**src/rtl/hamming_ecc_unit.sv**
```systemverilog
// SECDED Hamming(39,32) encoder and decoder/corrector with a one-cycle registered latency.
//
// The encoder and decoder paths are fully independent and both run every cycle.
// Codeword layout: code[0] is the overall parity bit. code[k], k = 1..38, is Hamming
// position k. Check bits sit at the power-of-two positions and data bits fill the
// remaining positions in ascending order.
//
// Ports:
//   clk       - clock; all outputs update on its rising edge
//   rst       - asynchronous active-high reset; clears every output immediately
//   data_in   - 32-bit raw data to encode
//   code_in   - 39-bit stored codeword to decode and correct
//   code_out  - registered encoding of data_in
//   data_out  - registered corrected data from code_in (raw extraction on d_err)
//   s_err     - registered flag: single-bit error detected and corrected
//   d_err     - registered flag: uncorrectable error detected
module hamming_ecc_unit (
    input  logic        clk,
    input  logic        rst,
    input  logic [31:0] data_in,
    input  logic [38:0] code_in,
    output logic [38:0] code_out,
    output logic [31:0] data_out,
    output logic        s_err,
    output logic        d_err
);

    // Place data bits at the non-power-of-two Hamming positions; check and parity bits stay 0.
    function automatic logic [38:0] scatter(input logic [31:0] d);
        logic [38:0] c;
        c          = '0;
        c[3]       = d[0];
        c[7:5]     = d[3:1];
        c[15:9]    = d[10:4];
        c[31:17]   = d[25:11];
        c[38:33]   = d[31:26];
        return c;
    endfunction

    // Inverse of scatter: pull the data bits back out of a codeword.
    function automatic logic [31:0] gather(input logic [38:0] c);
        logic [31:0] d;
        d          = '0;
        d[0]       = c[3];
        d[3:1]     = c[7:5];
        d[10:4]    = c[15:9];
        d[25:11]   = c[31:17];
        d[31:26]   = c[38:33];
        return d;
    endfunction

    // Bit i is the XOR of every position 1..38 whose index has bit i set.
    function automatic logic [5:0] syndrome(input logic [38:0] c);
        logic [5:0] s;
        s = '0;
        for (int j = 1; j < 39; j++) begin
            for (int i = 0; i < 6; i++) begin
                if (j[i]) begin
                    s[i] = s[i] ^ c[j];
                end
            end
        end
        return s;
    endfunction

    logic [38:0] code_d;
    logic [31:0] data_d;
    logic        s_err_d;
    logic        d_err_d;

    // Encoder: with check bits still zero, the syndrome of the scattered data is exactly
    // the set of check-bit values that makes every parity group even.
    always_comb begin
        logic [38:0] c;
        logic [5:0]  chk;
        c       = scatter(data_in);
        chk     = syndrome(c);
        c[1]    = chk[0];
        c[2]    = chk[1];
        c[4]    = chk[2];
        c[8]    = chk[3];
        c[16]   = chk[4];
        c[32]   = chk[5];
        c[0]    = ^c[38:1];
        code_d  = c;
    end

    // Decoder: odd overall parity means an odd number of flips; a syndrome that points
    // inside the word is then a correctable single error. Anything else is uncorrectable
    // and the data is passed through uncorrected.
    always_comb begin
        logic [5:0]  syn;
        logic        par;
        logic [38:0] fixed;
        syn     = syndrome(code_in);
        par     = ^code_in;
        fixed   = code_in;
        s_err_d = 1'b0;
        d_err_d = 1'b0;
        if (par) begin
            if (syn == 6'd0) begin
                // Only the overall parity bit flipped; data is intact.
                s_err_d = 1'b1;
            end else if (syn <= 6'd38) begin
                fixed   = code_in ^ (39'd1 << syn);
                s_err_d = 1'b1;
            end else begin
                d_err_d = 1'b1;
            end
        end else if (syn != 6'd0) begin
            d_err_d = 1'b1;
        end
        data_d = gather(fixed);
    end

    always_ff @(posedge clk or posedge rst) begin
        if (rst) begin
            code_out <= '0;
            data_out <= '0;
            s_err    <= 1'b0;
            d_err    <= 1'b0;
        end else begin
            code_out <= code_d;
            data_out <= data_d;
            s_err    <= s_err_d;
            d_err    <= d_err_d;
        end
    end

endmodule

```
**config.mk**
```make
export PLATFORM = sky130hd
export DESIGN_NAME = hamming_ecc_unit
export DESIGN_NICKNAME = d
export VERILOG_FILES = /design/src/rtl/hamming_ecc_unit.sv
export SDC_FILE = /design/constraint.sdc
export NUM_CORES = 1
export LEC_CHECK = 0
export BUFFER_PORTS_ARGS = -buffer_cell sky130_fd_sc_hd__buf_2
export CAP_MARGIN = 20
export CORE_AREA = 2 2 88 90
export DETAILED_ROUTE_END_ITERATION = 10
export DIE_AREA = 0 0 90 92
export GPL_TIMING_DRIVEN = 0
export PLACE_DENSITY = 0.84
export SLEW_MARGIN = 20
export SYNTH_ARGS = -nofsm -noshare
export SYNTH_HDL_FRONTEND = slang
export SYNTH_SLANG_ARGS = --single-unit
```
**constraint.sdc**
```tcl
create_clock -name clk -period 3.5 [get_ports clk]
set_input_delay 0.7 -clock clk [delete_from_list [all_inputs] [get_ports clk]]
set_output_delay 0.7 -clock clk [all_outputs]
set_load 0.01 [all_outputs]
```
==> metrics.md, run 1 <==
| Metric | Value |
|---|---|
| Outcome | complete, no violations |
| Worst path cell trace | buf_2 > xor2_1 > xnor2_1 > xnor3_1 > xnor2_2 > nand3_1 > nor3_1 > mux2_1 |
| Avg WL per Cell | 15.0 um |
| DRC viols | 0 |
| H-tree Lvls | 3 |
| Clock root cell | clkbuf_8 |
| Fill cells | 590 |
| Vias in the first global route | 2,852 |
| Syn Std Cell Area | 0.00376 sq mm |
| Total gr overflow | 0 |
| Syn_area_per_cell | 12.8 sq um |
| Core Rows | 32 |
| Clock Sinks | 73 |
| Largest net degree at the start of global routing | 40 |
| Complex-gate fraction of the synthesized area | 1.16% |
| Synth Area in Simple Gates | 7.25% |
| Path type of the worst setup path | in2reg |
| Post-synthesis mux area share | 0.300% |
| Vias per cell | 4.71 |
| Initial Utilization | 50.5% |
| Clock-pin slew on the worst setup and hold paths | 0.08 ns |
| Crit Path Max Fanout | 9 |
| Total power | 3.30 mW |
| Yosys reg bits | 73 |
| Leak | 2.23 nW |
| RSZ-0062 raised after global routing | no |
| Hold crit path type | in2async |
| # setup viols final | 0 |
| Peak VDD IR | 0.477 mV |
| Layout cells sized above 1 | 39.7% |
| Global-route wire length before repair | 13,500 um |
| Final Cycle Share | 77.3% |
| Pins over their slew limit | 0 |
| Req. time, crit path | 3.73 ns |
| Total CTS buffers | 9 |
| Power Dens Cells | 675 mW/mm^2 |
| Layout area overhead | 30.0% |
| Number of antenna diodes | 0 |
| # IOs | 146 |
| CP peak stage delay | 0.47 ns |
| Non-Filler Instances | 558 |
| Worst Max-Slew Pin Slew | 0.750 ns |
| Antenna Nets Post-Route | 0 |
| Slew headroom | 49.7% |
| F_max | 369 MHz |
| Post-Syn Instances | 294 |
| Startpoint types | input pin |
| Fin. Hold Viols | 0 |
| Largest family of logic cells by synthesized area | XOR/XNOR gates |
| Die Y | 92 um |
| PostCTS Resize Cnt | 0 |
| XOR/XNOR Fraction of Synth Area | 42.4% |
| Detailed-route via count | 2,627 |
| Hold-fix buffers at CTS | 0 |
| CP max-delay cell | xnor3_1 |
| Clock Path Buffers | 2 |
| Drt pass-1 iters | 4 |
| Violation count after the first detailed-route iteration | 47 |
| Yosys cell types | 27 |
| Core Box Area | 0.00745 sq mm |
| Initial antenna violation count | 0 |
| CP arrival | 2.93 ns |
| Port buffer count | 145 |
| Syn. warnings | 0 |
| Drt total wl | 8390 um |
| Die area | 0.00828 sq mm |
| Fin nets | 524 |
| Synth Area in Adders | 0% |
| Post-DP HPWL | 6740 um |
| Max-Cap Viols | 0 |
| Total Routing Usage GR | 21.3% |
| Min Tclk post-route | 2.71 ns |
| Syn_nets | 367 |
| Seq/Total Area, Yosys | 48.6% |
| Setup Fix Bufs, Post-CTS | 0 |
| Crit path max-delay family | XOR/XNOR gates |
| Critical path capture point type | flip-flop |
| Die Wd | 90 um |
| Placed cell count | 542 |
| Final TNS setup | 0 ns |
| CP bufs+invs | 1 |
| CTS tree | done |
| Placer Congestion | 0.865 |
[power by group]
group	switching [mW]	total (mW)	internal (mW)
clock	0.319	0.814	0.495
sequential	0.0263	0.994	0.968
combinational	0.826	1.49	0.667
[final cells by class]
type                    instances  area (sq um)  area share [%]
multi-input cells             219          1920            39.3
flip-flops and latches         73          1830            37.4
repair buffers                146           746            15.3
clock buffers                  10           138            2.82
well taps                     102           128            2.61
clock inverters                 6           115            2.35
plain buffers                   1          7.51           0.154
inverters                       1          6.26           0.128
[cells in the final DEF (no fill, tap or decap), types with 2 or more instances in the layout]
master	Yosys	layout
xnor2_2	9	9
buf_2	0	145
bufinv_16	0	3
clkbuf_8	0	10
nand3b_1	5	5
clkinv_4	0	2
nand4_1	3	3
nand3_1	3	3
xnor2_1	109	109
xnor3_1	3	3
dfrtp_1	73	73
nor2_1	26	26
or3_4	2	2
xor2_1	44	44
[registers in the layout, indices dropped and copies added (netlist names)]
register / cells
code_out: 39
d_err: 1
data_out: 32
s_err: 1
[final timing paths]
path / to / startpoint / depth (start not counted)
setup / recovery: data_out[31] / code_in[33] / 8
max in group asynchronous: code_out[14] / rst / 3
min in group clk: code_out[24] / data_in[18] / 1
hold / removal: data_out[22] / rst / 2
[cell families after synthesis]
family	after synthesis
and+or+nand+nor	47
muxes	1
buffers and inverters	2
xor gates and xnor gates	167
AOI/OAI and AO/OA	4
DFF	73
[stage by stage]
step	hold WS, ns	instance area, sq um	setup WS, ns	utilization [%]
5_1_grt	0.401	4890	0.685	65.6
3_3_place_gp	0.834	4610	0.284	61.9
3_5_place_dp	0.751	4640	0.479	62.2
2_1_floorplan	0.731	3760	0.947	-
4_1_cts	0.371	4890	0.823	65.6
6_report	0.376	4890	0.793	65.6
[metal layers]
layer / routed length [um] / track usage [%]
met1: 3250 / 23.9
met2: 4370 / 38.5
met3: 489 / 3.86
met4: 277 / 11.0
met5: 0 / 0
[cell usage after synthesis (all sizes together)]
cell type / count / area (sq um)
a22oi: 1 / 7.51
nand3: 3 / 15.0
xnor2: 118 / 1100
xnor3: 4 / 91.3
nand3b: 6 / 57.6
nor3: 1 / 5.00
nor2: 26 / 97.6
or3: 3 / 28.8
buf: 1 / 7.51
inv: 1 / 3.75
and2: 1 / 6.26
mux2: 1 / 11.3
nand4b: 2 / 23.8
xor2: 45 / 402
a22o: 1 / 8.76
nand4: 3 / 18.8
dfrtp: 73 / 1830
or3b: 2 / 20.0
a211oi: 1 / 20.0
o21bai: 1 / 7.51
No activity file was read; power rests on OpenSTA's default activity.
==> run 2, diff against run 1 <==
CORE_AREA = 2 2 96 98   (was 2 2 88 90)
DIE_AREA = 0 0 98 100   (was 0 0 90 92)
PLACE_DENSITY = 0.75   (was 0.84)
clock period = 2.25 ns   (was 3.5 ns; I/O delays follow)
==> metrics.md, run 2 (synthesis results as in run 1) <==
| Metric | Value |
|---|---|
| Largest Register | code_out |
| Hold Path Depth | 1 |
| H-tree Lvls | 3 (unchanged) |
| Clk pwr share | 18.7% (-6.0 points) |
| Sequential power share | 27.9% (-2.2 points) |
| Met2 Track Usage GR | 31.9% (-6.6 points) |
| Met3 usage | 5.57% (+1.7 points) |
| Grt peak-use layer | met2 |
| Global-route wire length before repair | 13,800 um (+2.0%) |
| Power Dens Cells | 1050 mW/mm^2 (+55%) |
| # setup viols final | 0 (unchanged) |
| Largest net degree at the start of global routing | 38 (-5.0%) |
| Avg WL per Cell | 15.7 um (+4.6%) |
| Die Y | 100 um (+8.7%) |
| WP depth | 9 (+1) |
| DRC viols | 0 (unchanged) |
| F_max | 447 MHz |
| Clock Sinks | 73 (unchanged) |
| Req. time, crit path | 2.48 ns (-1.25 ns) |
| NetSw | 2.09 mW (+78%) |
| Commonest non-fill, non-tap cell in the layout | buf_2 |
| Detailed-route via count | 2,718 (+3.5%) |
| Outcome | complete, no violations |
| Total gr overflow | 0 (unchanged) |
| Slew headroom | 66.2% (+16 points) |
| Number of flip-flops in the largest register | 39 (unchanged) |
| Final Cycle Share | 99.5% |
| Core Box Area | 0.00889 sq mm (+19%) |
| CP bufs+invs | 2 (+1) |
| Initial Utilization | 42.3% (-8.2 points) |
| Total Routing Usage GR | 18.3% (-2.9 points) |
| Drt pass-1 iters | 4 (unchanged) |
| Fin. Hold Viols | 0 (unchanged) |
| Min Tclk post-route | 2.24 ns |
| # IOs | 146 (unchanged) |
| Hold_sp | data_in[22] |
| CTS tree | done |
| Total CTS buffers | 9 (unchanged) |
| Worst Max-Slew Pin Slew | 0.505 ns (-0.245 ns) |
| Max-Cap Viols | 0 (unchanged) |
| Clock root cell | clkbuf_8 |
| Die Wd | 98 um (+8.9%) |
| Fill cells | 728 (+23%) |
| Layout area overhead | 40.8% |
| Post-DP HPWL | 7010 um (+4.0%) |
| Clock-pin slew on the worst setup and hold paths | 0.08 ns (about the same) |
| Port buffer count | 145 (unchanged) |
| Leak | 2.39 nW (+7.2%) |
| Vias per cell | 4.63 (-1.6%) |
| Internal | 3.46 mW (+63%) |
| Hold endpoint | code_out[28] |
| Clock Path Buffers | 2 (unchanged) |
| Worst path cell trace | buf_6 > xor2_1 > xnor2_1 > xnor3_2 > buf_6 > xnor2_4 > or3_4 > nand3b_1 > xnor2_1 |
| Peak VDD IR | 0.656 mV (+37%) |
| Top flop regs | code_out x39, data_out x32 |
| Power share of the combinational group | 53.5% (+8.3 points) |
| Vias in the first global route | 2,771 (-2.8%) |
| Number of antenna diodes | 0 (unchanged) |
| Core Rows | 35 (+9.4%) |
| Fin nets | 544 (+3.8%) |
| Drt total wl | 9240 um (+10%) |
| CP arrival | 2.47 ns (-0.46 ns) |
| Total power | 5.55 mW (+68%) |
| Critical path capture point type | flip-flop |
| Die area | 0.00980 sq mm (+18%) |
| CP peak stage delay | 0.52 ns (+0.05 ns) |
| Met1 track demand over resource | 21.2% (-2.7 points) |
| Hold crit path type | in2reg |
| Worst Hold Slack | 0.236 ns (-0.140 ns) |
| Crit Path Max Fanout | 4 (-5) |
| CP max-delay cell | xnor3_2 |
| Layout cells sized above 1 | 46.8% (+7.2 points) |
| Violation count after the first detailed-route iteration | 50 (+6.4%) |
| Path type of the worst setup path | in2reg |
| Placer Congestion | 0.819 (-5.4%) |
| Pins over their slew limit | 0 (unchanged) |
| Initial antenna violation count | 0 (unchanged) |
| Startpoint types | input pin |
| Crit path max-delay family | XOR/XNOR gates |
| Sw frac | 37.6% (+2.1 points) |
| Most frequent cells in the layout | 141 x buf_2, 97 x xnor2_1, 73 x dfrtp_1 |
| Antenna Nets Post-Route | 0 (unchanged) |
run 2: cell count changes in the layout (fill, tap and decap cells not counted), moves of 3 or more:
cell	before	now
buf_6	0	3
xnor2_4	0	8
nor2_4	0	3
clkinvlp_4	1	4
nor2_1	26	21
xnor2_2	9	14
buf_4	1	18
xnor2_1	109	97
buf_2	145	141
run 2: repair_timing:
item,CTS,global route
gates cloned,0,2
pin swaps,4,21
hold endpoints to repair,2,0
endpoints found under the setup margin,13,24
gates resized for setup,7,31
setup buffers,3,13
hold buffers,1,0
run 2: routing by layer:
metal / share of wire (%) / vias up / wire, um
li1: - / 1281 / -
met1: 38 / 1280 / 3520
met2: 52 / 139 / 4840
met3: 7.2 / 18 / 664
met4: 2.3 / 0 / 217
met5: 0 / - / 0
run 2: layout make-up:
| class | instances | area (sq um) | area share [%] |
|---|---|---|---|
| tap | 111 | 139 | 2.62 |
| inverter | 1 | 7.51 | 0.142 |
| sequential | 73 | 1830 | 34.5 |
| clock buffer | 9 | 124 | 2.34 |
| buffer | 1 | 15.0 | 0.284 |
| timing repair buffer | 165 | 925 | 17.5 |
| clock inverter | 7 | 78.8 | 1.49 |
| multi-input combinational | 220 | 2180 | 41.2 |
run 2: per-stage QoR:
stage / area, sq um / worst slack [ns] / instances / TNS, ns / util, %
final: 5300 / 0.0120 / 587 / 0 / 59.6
after global routing: 5300 / -0.0196 / 587 / -0.0536 / 59.6
after CTS: 4990 / -0.0000655 / 572 / -0.0000655 / 56.1
after detailed placement: 4710 / -0.538 / 552 / -11.96 / 53.0
after global placement: 4670 / -0.574 / 550 / -10.86 / 52.6
after floorplan: 3810 / -0.0418 / 294 / -0.106 / -
run 2: power groups by stage:
stage	Sequential, mW	Combinational, mW	Clock, mW
detailed placement	1.58	2.37	0
floorplan	1.68	1.60	0
global placement	1.57	2.33	0
global route	1.57	3.17	1.13
finish	1.55	2.97	1.04
CTS	1.55	2.47	1.08
run 2: worst max-delay path by stage:
| stage | to | from | slack [ns] |
|---|---|---|---|
| after floorplan | data_out[27] | code_in[33] | -0.04 |
| after global placement | data_out[31] | code_in[9] | -0.57 |
| after detailed placement | data_out[31] | code_in[9] | -0.54 |
| after CTS | data_out[10] | code_in[2] | -0.00007 |
| after global routing | data_out[26] | code_in[37] | -0.02 |
| final | data_out[26] | code_in[37] | 0.01 |
